===== src/rtl/shreg_en.sv =====
// shreg_en: W-bit x DEPTH-stage enabled shift register with hold, shift-up, shift-down, clear,
// and a saturating fill count. Define SHREG_TAP_EN to add a combinational tap_sel/tap read port.
module shreg_en #(
  parameter int W     = 8,
  parameter int DEPTH = 4
) (
  input  logic                         clk,
  input  logic                         rst_n,
  input  logic                         en,
  input  logic [1:0]                   mode,
  input  logic [W-1:0]                 d,
`ifdef SHREG_TAP_EN
  input  logic [$clog2(DEPTH)-1:0]     tap_sel,
  output logic [W-1:0]                 tap,
`endif
  output logic [W-1:0]                 q,
  output logic [W-1:0]                 q0,
  output logic [$clog2(DEPTH+1)-1:0]   cnt,
  output logic                         full
);

  localparam int CW = $clog2(DEPTH+1);
  localparam logic [CW-1:0] CNT_MAX = CW'(DEPTH);

  typedef enum logic [1:0] {
    MODE_HOLD  = 2'b00,
    MODE_UP    = 2'b01,
    MODE_DOWN  = 2'b10,
    MODE_CLEAR = 2'b11
  } mode_e;

  logic [W-1:0]  r_stage     [DEPTH];
  logic [W-1:0]  w_stage_nxt [DEPTH];
  logic [CW-1:0] r_cnt;
  logic [CW-1:0] w_cnt_nxt;
  logic [CW-1:0] w_cnt_inc;
  logic          r_full;

  // cnt only tracks how many shifts have happened, not their direction
  assign w_cnt_inc = (r_cnt == CNT_MAX) ? r_cnt : r_cnt + 1'b1;

  always_comb begin
    w_stage_nxt = r_stage;
    w_cnt_nxt   = r_cnt;
    if (en) begin
      case (mode_e'(mode))
        MODE_UP: begin
          for (int i = DEPTH-1; i >= 1; i--) begin
            w_stage_nxt[i] = r_stage[i-1];
          end
          w_stage_nxt[0] = d;
          w_cnt_nxt      = w_cnt_inc;
        end
        MODE_DOWN: begin
          for (int i = 0; i < DEPTH-1; i++) begin
            w_stage_nxt[i] = r_stage[i+1];
          end
          w_stage_nxt[DEPTH-1] = d;
          w_cnt_nxt            = w_cnt_inc;
        end
        MODE_CLEAR: begin
          for (int i = 0; i < DEPTH; i++) begin
            w_stage_nxt[i] = '0;
          end
          w_cnt_nxt = '0;
        end
        default: ;
      endcase
    end
  end

  // full is computed from the next count so it moves on the same edge as cnt
  always_ff @(posedge clk or negedge rst_n) begin
    if (!rst_n) begin
      for (int i = 0; i < DEPTH; i++) begin
        r_stage[i] <= '0;
      end
      r_cnt  <= '0;
      r_full <= 1'b0;
    end else begin
      r_stage <= w_stage_nxt;
      r_cnt   <= w_cnt_nxt;
      r_full  <= (w_cnt_nxt == CNT_MAX);
    end
  end

  assign q    = r_stage[DEPTH-1];
  assign q0   = r_stage[0];
  assign cnt  = r_cnt;
  assign full = r_full;

`ifdef SHREG_TAP_EN
  localparam int TW = $clog2(DEPTH);

  always_comb begin
    tap = '0;
    if ({1'b0, tap_sel} < (TW+1)'(DEPTH)) begin
      tap = r_stage[tap_sel];
    end
  end
`endif

endmodule


===== config.mk =====
export PLATFORM = sky130hd
export DESIGN_NAME = shreg_en
export DESIGN_NICKNAME = d
export VERILOG_FILES = /design/src/rtl/shreg_en.sv
export SDC_FILE = /design/constraint.sdc
export NUM_CORES = 1
export LEC_CHECK = 0
export BUFFER_PORTS_ARGS = -buffer_cell sky130_fd_sc_hd__buf_2
export CELL_PAD_IN_SITES_DETAIL_PLACEMENT = 1
export CELL_PAD_IN_SITES_GLOBAL_PLACEMENT = 2
export CORE_MARGIN = 10
export CORE_UTILIZATION = 33
export DETAILED_ROUTE_END_ITERATION = 8
export PLACE_DENSITY_LB_ADDON = 0.08
export SYNTH_ARGS = -nofsm -noshare
export SYNTH_HDL_FRONTEND = slang
export SYNTH_SLANG_ARGS = --single-unit

===== constraint.sdc =====
create_clock -name clk -period 1.6 [get_ports clk]
set_clock_uncertainty 0.15 [all_clocks]
set_input_delay 0.08 -clock clk [delete_from_list [all_inputs] [get_ports clk]]
set_output_delay 0.08 -clock clk [all_outputs]
set_load 0.1 [all_outputs]

=== Word level (Yosys, flattened, before mapping) ===
Cells that the tools add are included.
Widths: inputs -> output; s select.

* Flip-flop bits (word level): 36
* Input port bits: 13
* Output and inout bits: 20
* Logic and storage cells: 19

* $add $sub $neg: 1
* Equal/unequal tests: 5
* Mux-type cells: 4
* Reductions and logical operators: 3

{| class="wikitable"
|+ Operators with widths
! kind !! number
|-
| $pmux 32 s3 || 1
|-
| $eq 3x3->1 const B || 2
|-
| $mux 3 || 2
|-
| $pmux 3 s2 || 1
|-
| $eq 2x2->1 const B || 2
|-
| $add 3x1->3 const B || 1
|-
| $reduce_bool 3->1 || 1
|-
| $eq 2x1->1 const B || 1
|-
| $reduce_and 2->1 || 1
|-
| $reduce_or 2->1 || 1
|}

=== Depth between registers and ports, before layout ===
Gate-level depths: netlist (run 1).

* Depth in word-level cells: 5
* Mapped depth: 7
* Gate-level depth less buffers: 6

=== Worst setup path before layout (run 1) ===
No wires, ideal clock.

* Path kind: reg2reg
* Start point: register r_cnt[0], in the netlist cnt[0]
* End point: register r_full, in the netlist full
* Setup time: 0.096 ns
* Data arrival time: 1.952 ns
* Required time: 1.354 ns
* Slack: -0.598 ns
* Stages on the path, launching flop included: 7
* Path buffers: 0
* Period minus slack after synthesis: 2.198 ns
* Cells stage by stage: dfrtp_1 > inv_1 > ha_1 > nand3_1 > a21oi_1 > a31o_1 > nor4_2

* Cells in the longest elaborated chain, start to end: 5
* Elaborated cells on any way between the ends: 6
* Those cells by class: add/sub (1); eq/ne (2); mux (3)

{| class="wikitable"
|+ RTL lines
! what !! line !! text
|-
| from (decl) || 34 || <nowiki>logic [CW-1:0] r_cnt;</nowiki>
|-
| from (signal assigned) || 82 || <nowiki>r_cnt <= w_cnt_nxt;</nowiki>
|-
| $add 3x1->3 or $eq 3x3->1 (tied branches) || 40 || <nowiki>assign w_cnt_inc = (r_cnt == CNT_MAX) ? r_cnt : r_cnt + 1'b1;</nowiki>
|-
| $mux 3 || 40 ||
|-
| $pmux 3 s2 || 46 || <nowiki>case (mode_e'(mode))</nowiki>
|-
| $mux 3 * || 45 || <nowiki>if (en) begin</nowiki>
|-
| via w_cnt_nxt[0] || 35 || <nowiki>logic [CW-1:0] w_cnt_nxt;</nowiki>
|-
| $eq 3x3->1 * || 83 || <nowiki>r_full <= (w_cnt_nxt == CNT_MAX);</nowiki>
|-
| to (signal assigned) || 83 ||
|-
| to (decl) || 37 || <nowiki>logic r_full;</nowiki>
|}

The timed path passes the listed nets; every way through them passes the cells marked *.
A chain may end at the register's enable or synchronous reset.

=== Worst setup path after layout (run 1) ===
* Start point: register r_cnt[1], in the netlist cnt[1]
* End point: register r_full, in the netlist full

The elaborated chain is that of the path after synthesis.

==> results by stage, run 1 <==
Run status:
- The flow ran to the end, but the final reports show violations.
- The checks that failed: negative hold slack.

Setup path:
- The slowest cell on the critical path is dfrtp_4.
- Measured in cells, the most critical reg-to-reg path has a length of 5.
- Data on the critical path arrives at its endpoint at 1.50 ns.
- Traced cell by cell, the critical path runs through inv_4 -> ha_4 -> nand3_1 -> o21ai_0 -> nor4_2.
- The critical path crosses 5 cells after its start point.
- The largest incremental delay on the critical path is 0.50 ns.
- The largest fanout of any net on the critical path is 3.
- Together, buffers and inverters on the worst path number 1.
- The cell family with the largest share of critical-path delay is flip-flops.
- The startpoint type of the worst setup path is a flop.
- The category of the critical setup timing path is flop to flop.
- The worst register-to-register path begins at cnt[1]$_DFF_PN0_.
- The worst flop-to-flop path endpoint is full$_DFF_PN0_.
- Setup slack on the worst reg-to-reg path comes out at 0.13 ns.
- The worst setup path is captured at a flop.
- STA puts the critical path data required time at ~1.6 ns.
- The origin of the worst setup path is cnt[1]$_DFF_PN0_.
- The critical path ends at full$_DFF_PN0_.

Drt:
- The routed length per placed instance is 15.4 um.
- After detailed routing, the number of remaining DRC violations is 0.
- The routed wire length is about 4800 um.
- The detail route stage leaves a number of antenna-violating nets equal to 0.
- The starting DRC count in detailed routing is 31.
- The detailed-router iteration count before antenna repair is 4.
- In the routed layout, each cell is associated on average with a via count of 4.92.
- The total number of vias is 1531.

Placed design:
- The sum of net half-perimeters after detailed placement is 3340 um.
- Buffers placed on the I/O ports in this run total 32.
- The post-placement worst setup slack is roughly 0.12 ns.
- The total cell area at the placement stage is 2110 um2.
- At the end of routability-driven placement, the weighted congestion stood at 0.777.

Global route:
- The maximum number of pins on one net before global-route repair is 65.
- The number of global-route vias before repair is 1648.
- The number of antenna violations at the first check in global routing is 0.
- The wire length of the first global-routing pass is 8160 um.
- After global routing the overflow that remains totals 0.
- In the global route stage, overall resource usage came out at 10.3%.

Worst hold path:
- The class of the tightest hold or removal check is primary input to flop.

Die:
- The number of placed I/O pins is 33.
- The overall die width is 96.7 um.
- The area of the core is 5610 um2.
- The initial cell density of the core is about a third.
- The area of the die is about 9300 um2.
- The number of core rows is 27.
- Measured along the y axis, the die boundary spans ~97 um.

Timing:
- The worst path in the final design needs a cycle of about 1.5 ns, including I/O delays and setup.
- The sum of negative setup slack is 0 ns.
- The worst slew slack as a fraction of its limit is 66.2%.
- The worst hold slack is -0.00553 ns.
- The slew of the pin with the lowest slew margin is 0.510 ns.
- The number of max-slew violations in the final report is 0.
- The part of the cycle the worst path needs is 91.7%.
- Setup violations remaining at the end of the flow were counted as 0.
- Setup repair after global routing left no endpoint under its margin.
- Timing would allow up to 681 MHz.
- The final-report hold violation count came to 1.
- Setup slack closes at 0.133 ns.

Layout:
- The final antenna diode count is 0.
- The proportion of layout cells with a drive suffix above 1 is approximately 22%.
- The multi-input combinational cells in the finished layout cover a total of roughly 850 um2.
- The filler cells instantiated in the layout total roughly 670.
- In the final layout, flip-flops and latches occupy ~900 um2.
- The finished cells cover 2280 um2.
- At the end of the flow, the number of nets in the layout was 256.
- From synthesis to final layout, the design area changed by 17.7%.

Clock tree:
- In this run the clock root is driven by a clkbuf_8.
- TritonCTS built the clock tree.
- For this design, the CTS-stage hold fixing added 8 buffers.
- In this run, post-CTS repair resized a total of 0 instances.
- Clock-pin slew was measured on the worst setup and hold paths at ~0.07 ns.
- Clock latency on the worst-skew pair, taken at its later pin, is 0.28 ns.
- Once the clock tree was built, the setup fixing pass inserted 0 buffers.
- In this run, CTS created clock tree buffers numbering 5.
- The longest clock path from root to sink contains 2 buffers.
- Counting every sink on the clock net gives 36.
- The clock tree synthesis step divided the H-tree into 2 levels.

Logic synthesis:
- Yosys attributes the largest share of cell area to dfrtp_1 46%, nor3b_1 12%, a21oi_1 9.0%.
- The post-synthesis async set-or-reset flop share is between 90% and 100%.
- The synthesized design contains 36 register bits.
- The library cell with the highest instance count after synthesis is dfrtp_1.
- Ranked by instance count, the synthesized netlist is headed by 36 x dfrtp_1, 35 x a21oi_1, 32 x nand2_1, 32 x nor3b_1, 30 x o21ai_1.
- When the netlist entered floorplanning its net count stood at 237.
- The number of distinct standard cells referenced by the synthesized netlist is 21.
- The synthesized design devotes to its leading area cell type 46.5% of total area.
- Among all flip-flop cells after synthesis, the most frequent one is dfrtp_1.
- The sequential-to-total area share from yosys stat is 46.5%.
- The average cell area after synthesis is 8.86 um2.
- The summed instance area of the synthesized netlist is approximately 1900 um2.
- The library cell occupying the most area in the post-synthesis netlist is dfrtp_1.
- The Yosys step of the flow raised 0 warnings.
- The count of flip-flops with a built-in enable after synthesis is 0.
- The instance count of the mapped netlist is 219.

Pwr:
- IR analysis of the VDD net gives a maximum drop of 676 uV.
- The total power after layout is 2.95 mW.
- The static leakage is 0.987 nW.
- Power spread over the standard cell area amounts to 1290 nW/um2.

Job:
- Max-cap violations in this run came to 0.
registers in the layout, indices dropped and copies added, names as in the netlist:
name,cells
q0,8
cnt,3
r_stage,16
q,8
full,1
per-stage QoR:
step | std cells | utilization (%) | hold WS, ns
final | 311 | 40.7 | -0.00553
after global routing | 311 | 40.7 | 0.0104
after CTS | 311 | 40.7 | 0.00195
after detailed placement | 295 | 37.7 | -0.0769
after global placement | 295 | 37.7 | -0.0929
after floorplan | 219 | - | -0.366
cell type report:
cell class                 count  share of cell area [%]
sequential                    36                    39.8
timing repair buffer          45                    14.4
inverter                       4                   0.877
tap                           72                    3.95
clock buffer                   8                    3.95
multi-input combinational    146                    37.0
cell families (layout without fill, tap and decap cells):
family / after synthesis / after routing / synth area share (%)
AO/OA/AOI/OAI: 70 / 70 / 18.5
adder cells (fa/ha/maj): 5 / 5 / 3.23
buffers and inverters: 37 / 57 / 10.7
flip-flops: 36 / 36 / 46.5
AND/OR/NAND/NOR: 71 / 71 / 21.2
worst min path at each step:
stage	start	to	slack, ns	depth (start not counted)
finish	d[4]	q[4]$_DFFE_PN0P_	-0.006	3
global route	d[4]	q[4]$_DFFE_PN0P_	0.01	3
CTS	d[4]	q[4]$_DFFE_PN0P_	0.002	3
detailed placement	rst_n	q[7]$_DFFE_PN0P_	-0.08	2
global placement	rst_n	q[7]$_DFFE_PN0P_	-0.09	2
floorplan	rst_n	cnt[2]$_DFF_PN0_	-0.37	0
metal layers:
layer	vias to the layer above	global-route usage, %	part of all wire (%)
met2	23	17.0	47
met4	0	3.38	1.3
li1	772	-	-
met1	731	12.2	48
met5	-	0	0
met3	5	3.55	4.0
power breakdown:
| group | internal [mW] | leakage [nW] | switching, mW |
|---|---|---|---|
| clock network | 0.351 | 0.0455 | 0.309 |
| registers | 1.05 | 0.473 | 0.114 |
| logic | 0.264 | 0.468 | 0.857 |
| total | 1.67 | 0.987 | 1.28 |
worst min-delay path: cells and delay by family:
family	cells	cell delay (ns)
AOI/OAI and AO/OA	2	0.20
buffers and inverters	1	0.10
layout by cell type (no fill, tap or decap), types with 2 or more instances in the layout:
| cell type | netlist | routed |
|---|---|---|
| dlygate4sd3_1 | 0 | 8 |
| nand2_1 | 32 | 32 |
| inv_1 | 4 | 2 |
| ha_1 | 5 | 3 |
| inv_4 | 0 | 2 |
| buf_2 | 1 | 32 |
| dfrtp_1 | 36 | 33 |
| a21oi_1 | 35 | 35 |
| o21ai_0 | 3 | 3 |
| dfrtp_4 | 0 | 2 |
| clkbuf_8 | 0 | 6 |
| clkbuf_1 | 12 | 2 |
| buf_12 | 0 | 4 |
| nand3_1 | 2 | 2 |
| nor3b_1 | 32 | 32 |
| o21ai_1 | 30 | 30 |
No activity file was read; power rests on OpenSTA's default activity.
==> run 2, diff against run 1 <==
--- a/config.mk
+++ b/config.mk
@@ -8,6 +8,7 @@
 export BUFFER_PORTS_ARGS = -buffer_cell sky130_fd_sc_hd__buf_2
 export CELL_PAD_IN_SITES_DETAIL_PLACEMENT = 1
 export CELL_PAD_IN_SITES_GLOBAL_PLACEMENT = 2
+export CORE_ASPECT_RATIO = 1.75
 export CORE_MARGIN = 10
 export CORE_UTILIZATION = 33
 export DETAILED_ROUTE_END_ITERATION = 8
==> run 2 against run 1 <==
  * The run now ends clean
  * Clock power up 5.3%
  * Register-to-register slack worse by 0.02 ns
  * Utilization about the same
  * Critical endpoint unchanged
  * Sequential cell count unchanged
  * Power increased by 1.4%
  * Final cell count rose by 1.9%
  * Critical path depth is the same
  * Sequential power barely moved
==> results by stage, run 2 (synthesized netlist as in run 1, its figures left out) <==
Die:
- The area of the die was 9460 um2 (+1.3%).
- The area of the core is 5630 um2 (+0.40%).
- The number of core rows is 36 (+33%).
- The number of placed I/O pins is 33 (unchanged).
- The height of the die is 121 um (+26%).
- The initial cell density of the core is 34.4% (-0.14 points).
- The overall die width is 78.0 um (-19%).

Pwr:
- The register share of total power is 39.1% (-0.5 points).
- The fraction of power spent switching nets came to 43.1% (-0.32 points).
- The net switching power is 1.29 mW (+0.63%).
- The ratio of total power to cell area is 1300 nW/um2 (+0.89%).
- The largest voltage drop on the vdd net is 787 uV (+16%).
- The internal power of the cells is 1.70 mW (+2.0%).
- The static leakage was 0.996 nW (+0.91%).
- The combinational share of power is 37.6% (-0.4 points).
- The clock network fraction of design power came to 23.3% (+0.9 points).

Timing:
- The part of the cycle the worst path needs came to 93.2% (+1.5 points).
- The shortest clock period the worst path allows after layout came to 1.49 ns (+0.0237 ns).
- The worst slew slack as a fraction of its limit is 67.1% (+0.87 points).
- The worst hold slack is 0.0863 ns (+0.0918 ns).
- The final setup violation count is 0 (unchanged).
- The number of max-slew violations in the final report is 0 (unchanged).
- Setup repair after global routing left no endpoint under its margin.
- The sum of negative setup slack was 0 ns (unchanged).
- The final-report hold violation count is 0 (-1).
- The slew of the pin with the lowest slew margin was 0.497 ns (-0.0131 ns).
- The achievable frequency came to 671 MHz (-1.6%).

Clock tree:
- The buffers inserted during post-CTS setup optimization is 0 (unchanged).
- The total clock sinks is 36 (unchanged).
- The clock edge transition at the registers on the reported setup and hold paths is 0.07 ns (about the same).
- The cell sitting at the root of the clock tree is a clkbuf_8.
- The H-tree level count is 2 (unchanged).
- The number of buffers inserted during clock tree synthesis came to 5 (unchanged).
- The maximum clock insertion buffer count is 2 (unchanged).
- The insertion delay of the later-clocked pin in the worst-skew pair is 0.28 ns (about the same).
- TritonCTS built the clock tree.

Setup path:
- The arrival time reported for the critical path endpoint came to 1.53 ns (+0.03 ns).
- The endpoint required time on the critical path came to 1.64 ns (about the same).
- The category of the critical setup timing path is flop to flop.
- The depth of the worst register-to-register path was 5 (unchanged).
- The capturing element type of the critical path is a flop.
- The critical path starts at cnt[1]$_DFF_PN0_.
- The worst register-to-register path ends at full$_DFF_PN0_.
- The largest fanout of any net on the critical path is 3 (unchanged).
- The worst register-to-register path begins at cnt[1]$_DFF_PN0_.
- The reg2reg setup slack was 0.11 ns (-0.02 ns).
- The worst setup path is launched from a flop.

Placed design:
- The placer's final routability congestion estimate was 0.703 (-9.5%).
- The sum of net half-perimeters after detailed placement is 3470 um (+3.8%).
- The number of buffers added on ports is 32 (unchanged).

Run status:
- The run finished with clean final reports.

Global route:
- The wire length of the first global-routing pass came to 8100 um (-0.76%).
- The remaining global-route overflow was 0 (unchanged).
- The combined global-route utilization of all metal layers is 10.5% (+0.16 points).
- The maximum number of pins on one net before global-route repair is 65 (unchanged).
- The number of antenna violations at the first check in global routing was 0 (unchanged).
- The number of global-route vias before repair is 1650 (+0.12%).

Layout:
- The flip-flop count of the largest register, all copies and words added came to 16 (unchanged).
- The final antenna diode count came to 0 (unchanged).
- Leaving out fill and tap cells, the most frequent cells in the layout are 35 x a21oi_1, 33 x dfrtp_1, 32 x nor3b_1, 32 x nand2_1, 32 x buf_2.
- Counting flops per register, the top entry is r_stage.
- The signed area change from the synthesized netlist to the final layout is 18.3%.
- Leaving out fill and tap cells, the most frequent cell in the layout is a21oi_1.
- The proportion of layout cells with a drive suffix above 1 is 23.2% (+1.1 points).
- The net total in the final layout was 259 (+1.2%).

Drt:
- The routed length per placed instance is 15.1 um (-1.9%).
- The detailed-route DRC error count is 0 (unchanged).
- The starting DRC count in detailed routing was 75 (+140%).
- The total number of vias was 1539 (+0.52%).
- The antenna violation net count after detailed routing is 0 (unchanged).
- The number of vias per cell was 4.85 (-1.4%).
- The routed wire length came to 4780 um (about the same).
- The detailed-router iteration count before antenna repair is 4 (unchanged).

Job:
- The reported max-cap violation count is 0 (unchanged).

Worst hold path:
- The class of the tightest hold or removal check is primary input to asynchronous set/reset pin.
run 2: cell types whose count changed in the layout (fill, tap and decap cells not counted), sizes merged:
cell         change
buf              +2
clkbuf           -1
dlygate4sd3      +1
run 2: layout make-up:
cell class / instances / area [um2]
Inverter: 4 / 20.0
Multi-Input combinational cell: 146 / 846
Fill cell: 675 / 3340
Clock buffer: 7 / 96.3
Timing Repair Buffer: 48 / 328
Tap cell: 76 / 95.1
Sequential cell: 36 / 910
run 2: worst max-delay path: stages (launching register included):
cell and delay (ns):
dfrtp_4 0.50, inv_4 0.08, ha_4 0.15, nand3b_1 0.12, a21oi_1 0.12, nor4_2 0.28
run 2: power groups by stage:
stage	sequential [mW]	combinational, mW	clock (mW)
after floorplan	1.32	0.819	0
after global placement	1.18	1.08	0
after detailed placement	1.19	1.12	0
after CTS	1.17	1.14	0.730
after global routing	1.19	1.20	0.774
final	1.17	1.13	0.695
run 2: metrics by stage:
stage | cells | total power, mW | area, um2 | setup WS [ns] | utilization (%)
2_1_floorplan | 219 | 2.14 | 1970 | 0.0578 | -
3_3_place_gp | 301 | 2.26 | 2110 | 0.210 | 37.4
3_5_place_dp | 301 | 2.31 | 2110 | 0.107 | 37.4
4_1_cts | 317 | 3.04 | 2290 | 0.0844 | 40.8
5_1_grt | 317 | 3.17 | 2290 | 0.0175 | 40.8
6_report | 317 | 2.99 | 2290 | 0.109 | 40.8
run 2: layer usage:
layer / wire [um] / global-route usage (%)
met1: 2020 / 11.5
met2: 2470 / 18.4
met3: 205 / 2.97
met4: 78 / 4.05
met5: 0 / 0
run 2: worst max-delay path by stage:
stage,to,slack [ns],cells past startpoint
final,full$_DFF_PN0_,0.11,5
after global routing,full$_DFF_PN0_,0.02,5
after CTS,full$_DFF_PN0_,0.08,5
after detailed placement,full$_DFF_PN0_,0.11,5
after global placement,full$_DFF_PN0_,0.21,5
after floorplan,full$_DFF_PN0_,0.06,5
run 2: repair_timing:
item	CTS	global route
endpoints found under the hold margin	44	0
resized for setup	0	0
endpoints found under the setup margin	0	0
hold buffers	9	0
